File: src/rtl/bf_mem_arbiter_if.sv
// ---------------------------------------------------------------------------
// bf_mem_arbiter_if
//
// Purpose: bundles the two requester ports and the single-port memory bus
// around bf_mem_arbiter. Signal prefixes are from the arbiter's point of view:
// i_* flows into the arbiter and o_* flows out of it.
//
// Signals:
//   i_rX_req, i_rX_we, i_rX_lock   requester X request / write enable / lock
//   i_rX_addr, i_rX_wdata          requester X address and write data (8b)
//   o_rX_gnt, o_rX_rvalid          requester X grant / read data valid
//   o_rX_rdata                     requester X read data (8b)
//   o_m_en, o_m_we                 memory enable / write enable
//   o_m_addr, o_m_wdata            memory address / write data (8b)
//   i_m_rdata                      memory read data, one cycle after a read
//   o_lock_err                     one-cycle pulse on forced lock release
//
// Modports:
//   slave  - the arbiter side
//   master - the requesters + memory side (testbench / integration)
// ---------------------------------------------------------------------------
interface bf_mem_arbiter_if;

  // Requester 0 (program loader)
  logic       i_r0_req;
  logic       i_r0_we;
  logic       i_r0_lock;
  logic [7:0] i_r0_addr;
  logic [7:0] i_r0_wdata;
  logic       o_r0_gnt;
  logic       o_r0_rvalid;
  logic [7:0] o_r0_rdata;

  // Requester 1 (interpreter core)
  logic       i_r1_req;
  logic       i_r1_we;
  logic       i_r1_lock;
  logic [7:0] i_r1_addr;
  logic [7:0] i_r1_wdata;
  logic       o_r1_gnt;
  logic       o_r1_rvalid;
  logic [7:0] o_r1_rdata;

  // Memory port
  logic       o_m_en;
  logic       o_m_we;
  logic [7:0] o_m_addr;
  logic [7:0] o_m_wdata;
  logic [7:0] i_m_rdata;

  // Status
  logic       o_lock_err;

  modport slave (
    input  i_r0_req, i_r0_we, i_r0_lock, i_r0_addr, i_r0_wdata,
    output o_r0_gnt, o_r0_rvalid, o_r0_rdata,
    input  i_r1_req, i_r1_we, i_r1_lock, i_r1_addr, i_r1_wdata,
    output o_r1_gnt, o_r1_rvalid, o_r1_rdata,
    output o_m_en, o_m_we, o_m_addr, o_m_wdata,
    input  i_m_rdata,
    output o_lock_err
  );

  modport master (
    output i_r0_req, i_r0_we, i_r0_lock, i_r0_addr, i_r0_wdata,
    input  o_r0_gnt, o_r0_rvalid, o_r0_rdata,
    output i_r1_req, i_r1_we, i_r1_lock, i_r1_addr, i_r1_wdata,
    input  o_r1_gnt, o_r1_rvalid, o_r1_rdata,
    input  o_m_en, o_m_we, o_m_addr, o_m_wdata,
    output i_m_rdata,
    input  o_lock_err
  );

endinterface

File: src/rtl/bf_mem_arbiter.sv
// ---------------------------------------------------------------------------
// bf_mem_arbiter
//
// Purpose: two-requester arbiter in front of a single-port synchronous memory.
// Requester 0 is the program loader, requester 1 the interpreter core. A
// requester may lock the memory across several accesses; a lock left idle for
// 15 cycles is forcibly released and reported on o_lock_err.
//
// Ports:
//   clk  - single clock, all state updates on the rising edge
//   rst  - synchronous active-high reset
//   bus  - bf_mem_arbiter_if.slave (requester ports + memory port + lock_err)
//
// Configuration:
//   BF_ARB_RR_EN - when defined, simultaneous requests in IDLE are granted
//                  round-robin (requester 0 first after reset). When undefined,
//                  requester 0 always wins; the last-granted pointer is still
//                  maintained but does not affect arbitration.
// ---------------------------------------------------------------------------
module bf_mem_arbiter (
  input  logic                  clk,
  input  logic                  rst,
  bf_mem_arbiter_if.slave       bus
);

  typedef enum logic [1:0] {
    IDLE = 2'd0,
    OWN0 = 2'd1,
    OWN1 = 2'd2
  } arbState_t;

  arbState_t  r_state;
  arbState_t  w_nextState;

  // Last-granted requester: 0 or 1. Reset to 1 so requester 0 goes first.
  logic       r_last;
  logic [3:0] r_lockCnt;
  logic [3:0] w_nextCnt;
  logic [3:0] w_cntInc;
  logic       r_lockErr;
  logic       w_forceRel;

  logic       w_gnt0;
  logic       w_gnt1;

  // A granted read is outstanding; the memory answers in the next cycle.
  logic       r_pend0;
  logic       r_pend1;
  logic [7:0] r_hold0;
  logic [7:0] r_hold1;

  assign w_cntInc = r_lockCnt + 4'd1;

  // Grant selection and lock state machine. Grants are purely combinational
  // so a lone request in IDLE is served in the cycle it appears. While reset
  // is high no grant is issued at all, which also releases any lock at once.
  always_comb begin
    w_gnt0      = 1'b0;
    w_gnt1      = 1'b0;
    w_nextState = r_state;
    w_nextCnt   = r_lockCnt;
    w_forceRel  = 1'b0;

    case (r_state)
      IDLE: begin
        if (bus.i_r0_req && bus.i_r1_req) begin
`ifdef BF_ARB_RR_EN
          if (r_last) begin
            w_gnt0 = 1'b1;
          end else begin
            w_gnt1 = 1'b1;
          end
`else
          w_gnt0 = 1'b1;
`endif
        end else if (bus.i_r0_req) begin
          w_gnt0 = 1'b1;
        end else if (bus.i_r1_req) begin
          w_gnt1 = 1'b1;
        end

        if (w_gnt0 && bus.i_r0_lock) begin
          w_nextState = OWN0;
          w_nextCnt   = 4'd0;
        end else if (w_gnt1 && bus.i_r1_lock) begin
          w_nextState = OWN1;
          w_nextCnt   = 4'd0;
        end
      end

      OWN0: begin
        w_gnt0 = bus.i_r0_req;
        if (bus.i_r0_req) begin
          w_nextCnt = 4'd0;
          if (!bus.i_r0_lock) begin
            w_nextState = IDLE;
          end
        end else if (!bus.i_r0_lock) begin
          w_nextState = IDLE;
          w_nextCnt   = 4'd0;
        end else if (w_cntInc == 4'd15) begin
          // Owner has been idle for 15 cycles while still holding the lock.
          w_nextState = IDLE;
          w_nextCnt   = 4'd0;
          w_forceRel  = 1'b1;
        end else begin
          w_nextCnt = w_cntInc;
        end
      end

      OWN1: begin
        w_gnt1 = bus.i_r1_req;
        if (bus.i_r1_req) begin
          w_nextCnt = 4'd0;
          if (!bus.i_r1_lock) begin
            w_nextState = IDLE;
          end
        end else if (!bus.i_r1_lock) begin
          w_nextState = IDLE;
          w_nextCnt   = 4'd0;
        end else if (w_cntInc == 4'd15) begin
          w_nextState = IDLE;
          w_nextCnt   = 4'd0;
          w_forceRel  = 1'b1;
        end else begin
          w_nextCnt = w_cntInc;
        end
      end

      default: begin
        w_nextState = IDLE;
        w_nextCnt   = 4'd0;
      end
    endcase

    if (rst) begin
      w_gnt0 = 1'b0;
      w_gnt1 = 1'b0;
    end
  end

  // State, pointer, counter and read-return registers.
  always_ff @(posedge clk) begin
    if (rst) begin
      r_state   <= IDLE;
      r_last    <= 1'b1;
      r_lockCnt <= 4'd0;
      r_lockErr <= 1'b0;
      r_pend0   <= 1'b0;
      r_pend1   <= 1'b0;
      r_hold0   <= 8'd0;
      r_hold1   <= 8'd0;
    end else begin
      r_state   <= w_nextState;
      r_lockCnt <= w_nextCnt;
      r_lockErr <= w_forceRel;
      r_last    <= (w_gnt0 || w_gnt1) ? w_gnt1 : r_last;
      r_pend0   <= w_gnt0 && !bus.i_r0_we;
      r_pend1   <= w_gnt1 && !bus.i_r1_we;
      // Remember the returned word so rdata stays put once rvalid drops.
      if (r_pend0) begin
        r_hold0 <= bus.i_m_rdata;
      end
      if (r_pend1) begin
        r_hold1 <= bus.i_m_rdata;
      end
    end
  end

  // Requester responses. A pending read is squashed while reset is high.
  always_comb begin
    bus.o_r0_gnt    = w_gnt0;
    bus.o_r1_gnt    = w_gnt1;
    bus.o_r0_rvalid = r_pend0 && !rst;
    bus.o_r1_rvalid = r_pend1 && !rst;
    bus.o_r0_rdata  = (r_pend0 && !rst) ? bus.i_m_rdata : r_hold0;
    bus.o_r1_rdata  = (r_pend1 && !rst) ? bus.i_m_rdata : r_hold1;
    bus.o_lock_err  = r_lockErr;
  end

  // Memory port follows the granted requester; quiet when nothing is granted.
  always_comb begin
    bus.o_m_en    = w_gnt0 || w_gnt1;
    bus.o_m_we    = 1'b0;
    bus.o_m_addr  = bus.i_r0_addr;
    bus.o_m_wdata = bus.i_r0_wdata;
    if (w_gnt1) begin
      bus.o_m_we    = bus.i_r1_we;
      bus.o_m_addr  = bus.i_r1_addr;
      bus.o_m_wdata = bus.i_r1_wdata;
    end else if (w_gnt0) begin
      bus.o_m_we    = bus.i_r0_we;
    end
  end

endmodule

File: src/flat_wrapper.sv
// flat-port wrapper written by rule: the top's interface ports become plain ports
module bf_mem_arbiter_flat 
  (clk, rst, bus_i_r0_req, bus_i_r0_we, bus_i_r0_lock, bus_i_r0_addr, bus_i_r0_wdata, bus_o_r0_gnt, bus_o_r0_rvalid, bus_o_r0_rdata, bus_i_r1_req, bus_i_r1_we, bus_i_r1_lock, bus_i_r1_addr, bus_i_r1_wdata, bus_o_r1_gnt, bus_o_r1_rvalid, bus_o_r1_rdata, bus_o_m_en, bus_o_m_we, bus_o_m_addr, bus_o_m_wdata, bus_i_m_rdata, bus_o_lock_err);
  bf_mem_arbiter_if bus_i ();
  input  logic clk;
  input  logic rst;
  input wire logic [$bits(bus_i.i_r0_req)-1:0] bus_i_r0_req;
  input wire logic [$bits(bus_i.i_r0_we)-1:0] bus_i_r0_we;
  input wire logic [$bits(bus_i.i_r0_lock)-1:0] bus_i_r0_lock;
  input wire logic [$bits(bus_i.i_r0_addr)-1:0] bus_i_r0_addr;
  input wire logic [$bits(bus_i.i_r0_wdata)-1:0] bus_i_r0_wdata;
  output wire logic [$bits(bus_i.o_r0_gnt)-1:0] bus_o_r0_gnt;
  output wire logic [$bits(bus_i.o_r0_rvalid)-1:0] bus_o_r0_rvalid;
  output wire logic [$bits(bus_i.o_r0_rdata)-1:0] bus_o_r0_rdata;
  input wire logic [$bits(bus_i.i_r1_req)-1:0] bus_i_r1_req;
  input wire logic [$bits(bus_i.i_r1_we)-1:0] bus_i_r1_we;
  input wire logic [$bits(bus_i.i_r1_lock)-1:0] bus_i_r1_lock;
  input wire logic [$bits(bus_i.i_r1_addr)-1:0] bus_i_r1_addr;
  input wire logic [$bits(bus_i.i_r1_wdata)-1:0] bus_i_r1_wdata;
  output wire logic [$bits(bus_i.o_r1_gnt)-1:0] bus_o_r1_gnt;
  output wire logic [$bits(bus_i.o_r1_rvalid)-1:0] bus_o_r1_rvalid;
  output wire logic [$bits(bus_i.o_r1_rdata)-1:0] bus_o_r1_rdata;
  output wire logic [$bits(bus_i.o_m_en)-1:0] bus_o_m_en;
  output wire logic [$bits(bus_i.o_m_we)-1:0] bus_o_m_we;
  output wire logic [$bits(bus_i.o_m_addr)-1:0] bus_o_m_addr;
  output wire logic [$bits(bus_i.o_m_wdata)-1:0] bus_o_m_wdata;
  input wire logic [$bits(bus_i.i_m_rdata)-1:0] bus_i_m_rdata;
  output wire logic [$bits(bus_i.o_lock_err)-1:0] bus_o_lock_err;
  assign bus_i.i_r0_req = bus_i_r0_req;
  assign bus_i.i_r0_we = bus_i_r0_we;
  assign bus_i.i_r0_lock = bus_i_r0_lock;
  assign bus_i.i_r0_addr = bus_i_r0_addr;
  assign bus_i.i_r0_wdata = bus_i_r0_wdata;
  assign bus_o_r0_gnt = bus_i.o_r0_gnt;
  assign bus_o_r0_rvalid = bus_i.o_r0_rvalid;
  assign bus_o_r0_rdata = bus_i.o_r0_rdata;
  assign bus_i.i_r1_req = bus_i_r1_req;
  assign bus_i.i_r1_we = bus_i_r1_we;
  assign bus_i.i_r1_lock = bus_i_r1_lock;
  assign bus_i.i_r1_addr = bus_i_r1_addr;
  assign bus_i.i_r1_wdata = bus_i_r1_wdata;
  assign bus_o_r1_gnt = bus_i.o_r1_gnt;
  assign bus_o_r1_rvalid = bus_i.o_r1_rvalid;
  assign bus_o_r1_rdata = bus_i.o_r1_rdata;
  assign bus_o_m_en = bus_i.o_m_en;
  assign bus_o_m_we = bus_i.o_m_we;
  assign bus_o_m_addr = bus_i.o_m_addr;
  assign bus_o_m_wdata = bus_i.o_m_wdata;
  assign bus_i.i_m_rdata = bus_i_m_rdata;
  assign bus_o_lock_err = bus_i.o_lock_err;
  bf_mem_arbiter u_core (.clk(clk), .rst(rst), .bus(bus_i));
endmodule
File: config.mk
export PLATFORM = sky130hd
export DESIGN_NAME = bf_mem_arbiter_flat
export DESIGN_NICKNAME = d
export VERILOG_FILES = /design/src/rtl/bf_mem_arbiter_if.sv /design/src/rtl/bf_mem_arbiter.sv /design/src/flat_wrapper.sv
export SDC_FILE = /design/constraint.sdc
export NUM_CORES = 1
export LEC_CHECK = 0
export CORE_MARGIN = 4
export CORE_UTILIZATION = 36
export CTS_CLUSTER_DIAMETER = 30
export DETAILED_ROUTE_END_ITERATION = 10
export PLACE_DENSITY_LB_ADDON = 0.1
export SLEW_MARGIN = 20
export SYNTH_ARGS = -nofsm -noshare
export SYNTH_HDL_FRONTEND = slang
export SYNTH_SLANG_ARGS = --single-unit
export TNS_END_PERCENT = 5
File: constraint.sdc
create_clock -name clk -period 1.7 [get_ports clk]
set_input_delay 0.255 -clock clk [delete_from_list [all_inputs] [get_ports clk]]
set_output_delay 0.255 -clock clk [all_outputs]
set_load 0.005 [all_outputs]
Word-level counts from Yosys, hierarchy flattened
Cells that the tools add are included.
- add/sub/neg operators: 1
- equality and inequality tests: 6
- multiplexer cells: 41
- reduce and logical (&&, ||, !) cells: 13
- operators by type and width (cell ; count):
    $mux 8 ; 4
    $mux 4 ; 7
    $mux 2 ; 9
    $mux 1 ; 16
    $pmux 4 s3 ; 1
    $logic_and 1x1->1 ; 7
    $ne 3x3->1 const B ; 2
    $pmux 1 s2 ; 3
    $pmux 2 s3 ; 1
    $add 4x1->4 const B ; 1
    $eq 4x4->1 const B ; 1
    $logic_not 1->1 ; 3
    $ne 3x1->1 const B ; 1
    $reduce_and 3->1 ; 1
    $eq 2x1->1 const B ; 1
    $eq 2x2->1 const B ; 1
    $logic_not 2->1 ; 1
    $logic_or 1x1->1 ; 1
- bits in registers: 25
- bits of input ports: 48

Logic depth before layout (Yosys ltp)
- depth in word-level cells: 8
- gate-level depth with buffers: 7
- mapped depth without buffers: 6

Worst setup path after synthesis
OpenSTA, ideal clock, no wires.
- path kind: register to output
- from: register u_core.r_state[0]
- to: output port bus_o_m_addr[0]
- arrival: 1.491 ns
- required time: 1.445 ns
- slack: -0.046 ns
- stages on the path, launching flop included: 7
- cells stage by stage: dfxtp_1 > inv_1 > ha_1 > nor2b_4 > o211ai_2 > buf_6 > mux2_1
- longest elaborated chain between the ends: 4
- elaborated cells between the ends (all ways): 5
- those cells by class: eq/ne (1); mux (3); reduce/logical (1)
- RTL lines (element ; RTL line ; text):
    from (decl) ; bf_mem_arbiter.sv:32 ; arbState_t r_state;
    from (signal assigned) ; bf_mem_arbiter.sv:154 ; r_state <= w_nextState;
    $eq 2x2->1 or $logic_not 2->1 (tied branches) ; bf_mem_arbiter.sv:64 ; case (r_state)
    $pmux 1 s2 * ; bf_mem_arbiter.sv:64 ;
    $mux 1 * ; bf_mem_arbiter.sv:136 ; if (rst) begin
    $mux 8 * ; bf_mem_arbiter.sv:187 ; if (w_gnt1) begin
    to (decl) ; flat_wrapper.sv:25 ; output wire logic [$bits(bus_i.o_m_addr)-1:0] bus_o_m_addr;
Every way passes the cells marked *; elsewhere a longest branch is shown, timed or not.

Worst setup path after layout
- from: register u_core.r_state[0]
- to: output port bus_o_m_wdata[4]
- longest elaborated chain between the ends: 4
- elaborated cells between the ends (all ways): 5
- those cells by class: eq/ne (1); mux (3); reduce/logical (1)
- RTL lines (element ; RTL line ; text):
    $eq 2x2->1 or $logic_not 2->1 (tied branches) ; bf_mem_arbiter.sv:64 ;
    $pmux 1 s2 * ; bf_mem_arbiter.sv:64 ;
    $mux 1 * ; bf_mem_arbiter.sv:136 ;
    $mux 8 * ; bf_mem_arbiter.sv:187 ;
    to (decl) ; flat_wrapper.sv:26 ; output wire logic [$bits(bus_i.o_m_wdata)-1:0] bus_o_m_wdata;
Marks and branches as above.

==> impl_metrics.yaml <==
run_status:
  status: "finished with violations"
  violations: "setup timing"
finish:
  stdcell_count: 343
  area.growth.synth_to_final_pct: 87.5
  layout-drive-gt1-share_pct: 41.9
  final_area_um2: 3080
  final_util_pct: 70.3
  final_nets: 346
  antenna-diode-count: 0
power:
  powerDensity_nw_per_um2: 488
  ir_worst_vdd_mv: 0.399
  power_uw: 1500
  p_leak_uw: 0.00143
sta:
  slew_violations: 0
  max_slew_margin_pct: 79.7
  rsz0062_at_grt: "yes"
  finalSetupViolCount: 20
  period_share_pct: 127
  worst_pin_slew_ps: 304
  whs_ps: 499
  setup_ws_ps: -452
  skew_ps: 9.84
  max_freq_mhz: 465
  hold_violations: 0
  period_minus_slack_ps: 2150
synthesis:
  synth_area_per_cell_um2: 9.72
  ys_seq_area_share_pct: 30.5
  synth_area_leaders: "dfxtp_1, mux2_2, mux2_1"
  yosys_warnings: 0
  synthCells: 169
  ys_top_cells_by_count: "dfxtp_1, nor2_1, mux2_2, mux2i_1, mux2_1"
  ys_async_sr_fraction_pct: 0
  yosysMostFrequentCell: "dfxtp_1"
  synth.largest_area_cell: "dfxtp_1"
  synthFlopType: "dfxtp_1"
  synth_area_um2: 1640
  ys_ff_latch: 25
  synth_top_area_share_pct: 30.5
  synth_nets: 223
  synth-edff-count: 0
  synth_cell_type_count: 39
routing:
  dr.pass1.iters: 4
  route.detailed.drc: 0
  met3_wirelength_um: 492
  via_per_inst: 4.94
  drt_iter0_drc: 45
  met1_length_mm: 2.27
  met2_length_mm: 2.55
  num_vias: 1693
  routed_wirelength_mm: 5.38
  wl_per_cell_um: 15.7
  postRouteAntennaNets: 0
  top_layer_used: "met4"
placement:
  place_congestion: 0.875
  port_buffers: 86
  hpwl_mm: 3.78
  dpl-instance-area_um2: 2780
  dp_cells: 330
critical_path:
  end_kind: "output pin"
  cp.required_ps: 1440
  worstSetupPathType: "reg2out"
  critPathMaxFanout: 5
  startpoint_type: "flop"
  crit_arrival_ps: 1900
  critPathLaunch: "u_core.r_state[0]"
  r2r-start: "u_core.r_state[1]"
clock_tree:
  cts.sinks: 25
  clock_latency_ps: 270
  cts_made_buffers: 3
  cts_hold_buf: 0
  cts_tree: "built"
  h-tree-depth: 1
  clk_pin_slew_ps: 100
  root_buffer: "clkbuf_8"
  clockBufferDepth: 2
global_routing:
  grt_pass1_wl_mm: 7.67
  grt_max_degree: 18
  antenna_found_initial: 0
  grt_usage_pct: 17.5
  overflow: 0
  grt_pass1_vias: 1598
die:
  fp.dieH_um: 75.6
  die_area_um2: 5710
  die_w_um: 75.6
  pin_count: 87
  core_um2: 4380
  initial_core_util_pct: 37.5
  rows: 24
worst_hold_path:
  hp-start: "u_core.r_hold0[4]"
  holdCritPathClass: "reg2reg"
run:
  drv_cap: 0
-- final timing paths --
check	to	slack (ps)	depth (start not counted)
max reg2reg	u_core.r_state[1]	10	8
min	u_core.r_hold0[4]	500	2
max	bus_o_m_wdata[4]	-450	8
min reg2reg	u_core.r_hold0[4]	500	2
-- sequential cells by signal, summed over array words and instances, names as in the netlist --
register and cells:
u_core.r_pend0 1, u_core.r_pend1 1, u_core.r_lockCnt 4, u_core.r_hold0 8, u_core.r_state 2, u_core.r_hold1 8, u_core.bus.o_lock_err 1
-- power breakdown --
| group | switching [uW] | internal, uW | total, uW |
|---|---|---|---|
| Combinational | 183 | 352 | 535 |
| Clock | 193 | 166 | 359 |
| Sequential | 8.35 | 601 | 610 |
| Total | 384 | 1120 | 1500 |
-- per-stage QoR --
step | setup slack [ps] | TNS [ps]
final | -452 | -7780
after CTS | -487 | -8280
after floorplan | -9.33 | -93.3
after global routing | -525 | -9400
after detailed placement | -595 | -19160
after global placement | -577 | -18810
-- layer usage --
layer / vias to the layer above / GRT usage [%]
met1: 773 / 20.5
met3: 6 / 3.56
li1: 855 / -
met5: - / 0
met4: 0 / 5.63
met2: 59 / 31.8
-- layout make-up --
type | count | area [um^2]
clock inverter | 1 | 7.51
clock buffer | 3 | 41.3
timing repair buffer | 125 | 1240
multi-input combinational | 128 | 1180
fill | 349 | 1300
sequential | 25 | 505
inverter | 9 | 36.3
tap | 52 | 65.1
-- worst max-delay path, cell delays in order, from the launching register on --
cell and delay, ps:
dfxtp_2 360, inv_4 50, ha_4 150, nor2b_4 130, o211ai_4 240, buf_6 160, buf_16 120, mux2_4 300
buf_6 120
-- layout by cell type, fill, tap and decap left out, types with 7 or more instances in the layout --
| cell | Yosys | routed |
|---|---|---|
| clkdlybuf4s50_1 | 0 | 48 |
| clkdlybuf4s15_1 | 0 | 8 |
| clkbuf_2 | 0 | 7 |
| buf_4 | 0 | 29 |
| nor2_1 | 21 | 21 |
| mux2_2 | 18 | 17 |
| nand2_1 | 8 | 7 |
| mux2i_1 | 16 | 16 |
| mux2_4 | 0 | 16 |
| buf_6 | 2 | 20 |
| dfxtp_1 | 25 | 21 |
-- timing repair --
item                       in CTS  in global routing
setup buffers                   5                  1
cloned                          4                  0
pin swaps                       4                  4
gates resized for setup       145                 25
setup endpoints to repair      40                 39
hold endpoints to repair        0                  0
-- cells by family (layout without fill, tap and decap cells) --
logic type / Yosys count / count (layout) / synth area share, %
buffers and inverters: 16 / 138 / 4.80
multiplexers: 49 / 49 / 32.4
AND/OR/NAND/NOR: 51 / 51 / 16.6
XOR/XNOR: 2 / 2 / 1.07
adder cells (fa/ha/maj): 6 / 6 / 4.57
flip-flops: 25 / 25 / 30.5
AO/OA/AOI/OAI: 20 / 20 / 10.1
No activity file was read; power rests on OpenSTA's default activity.
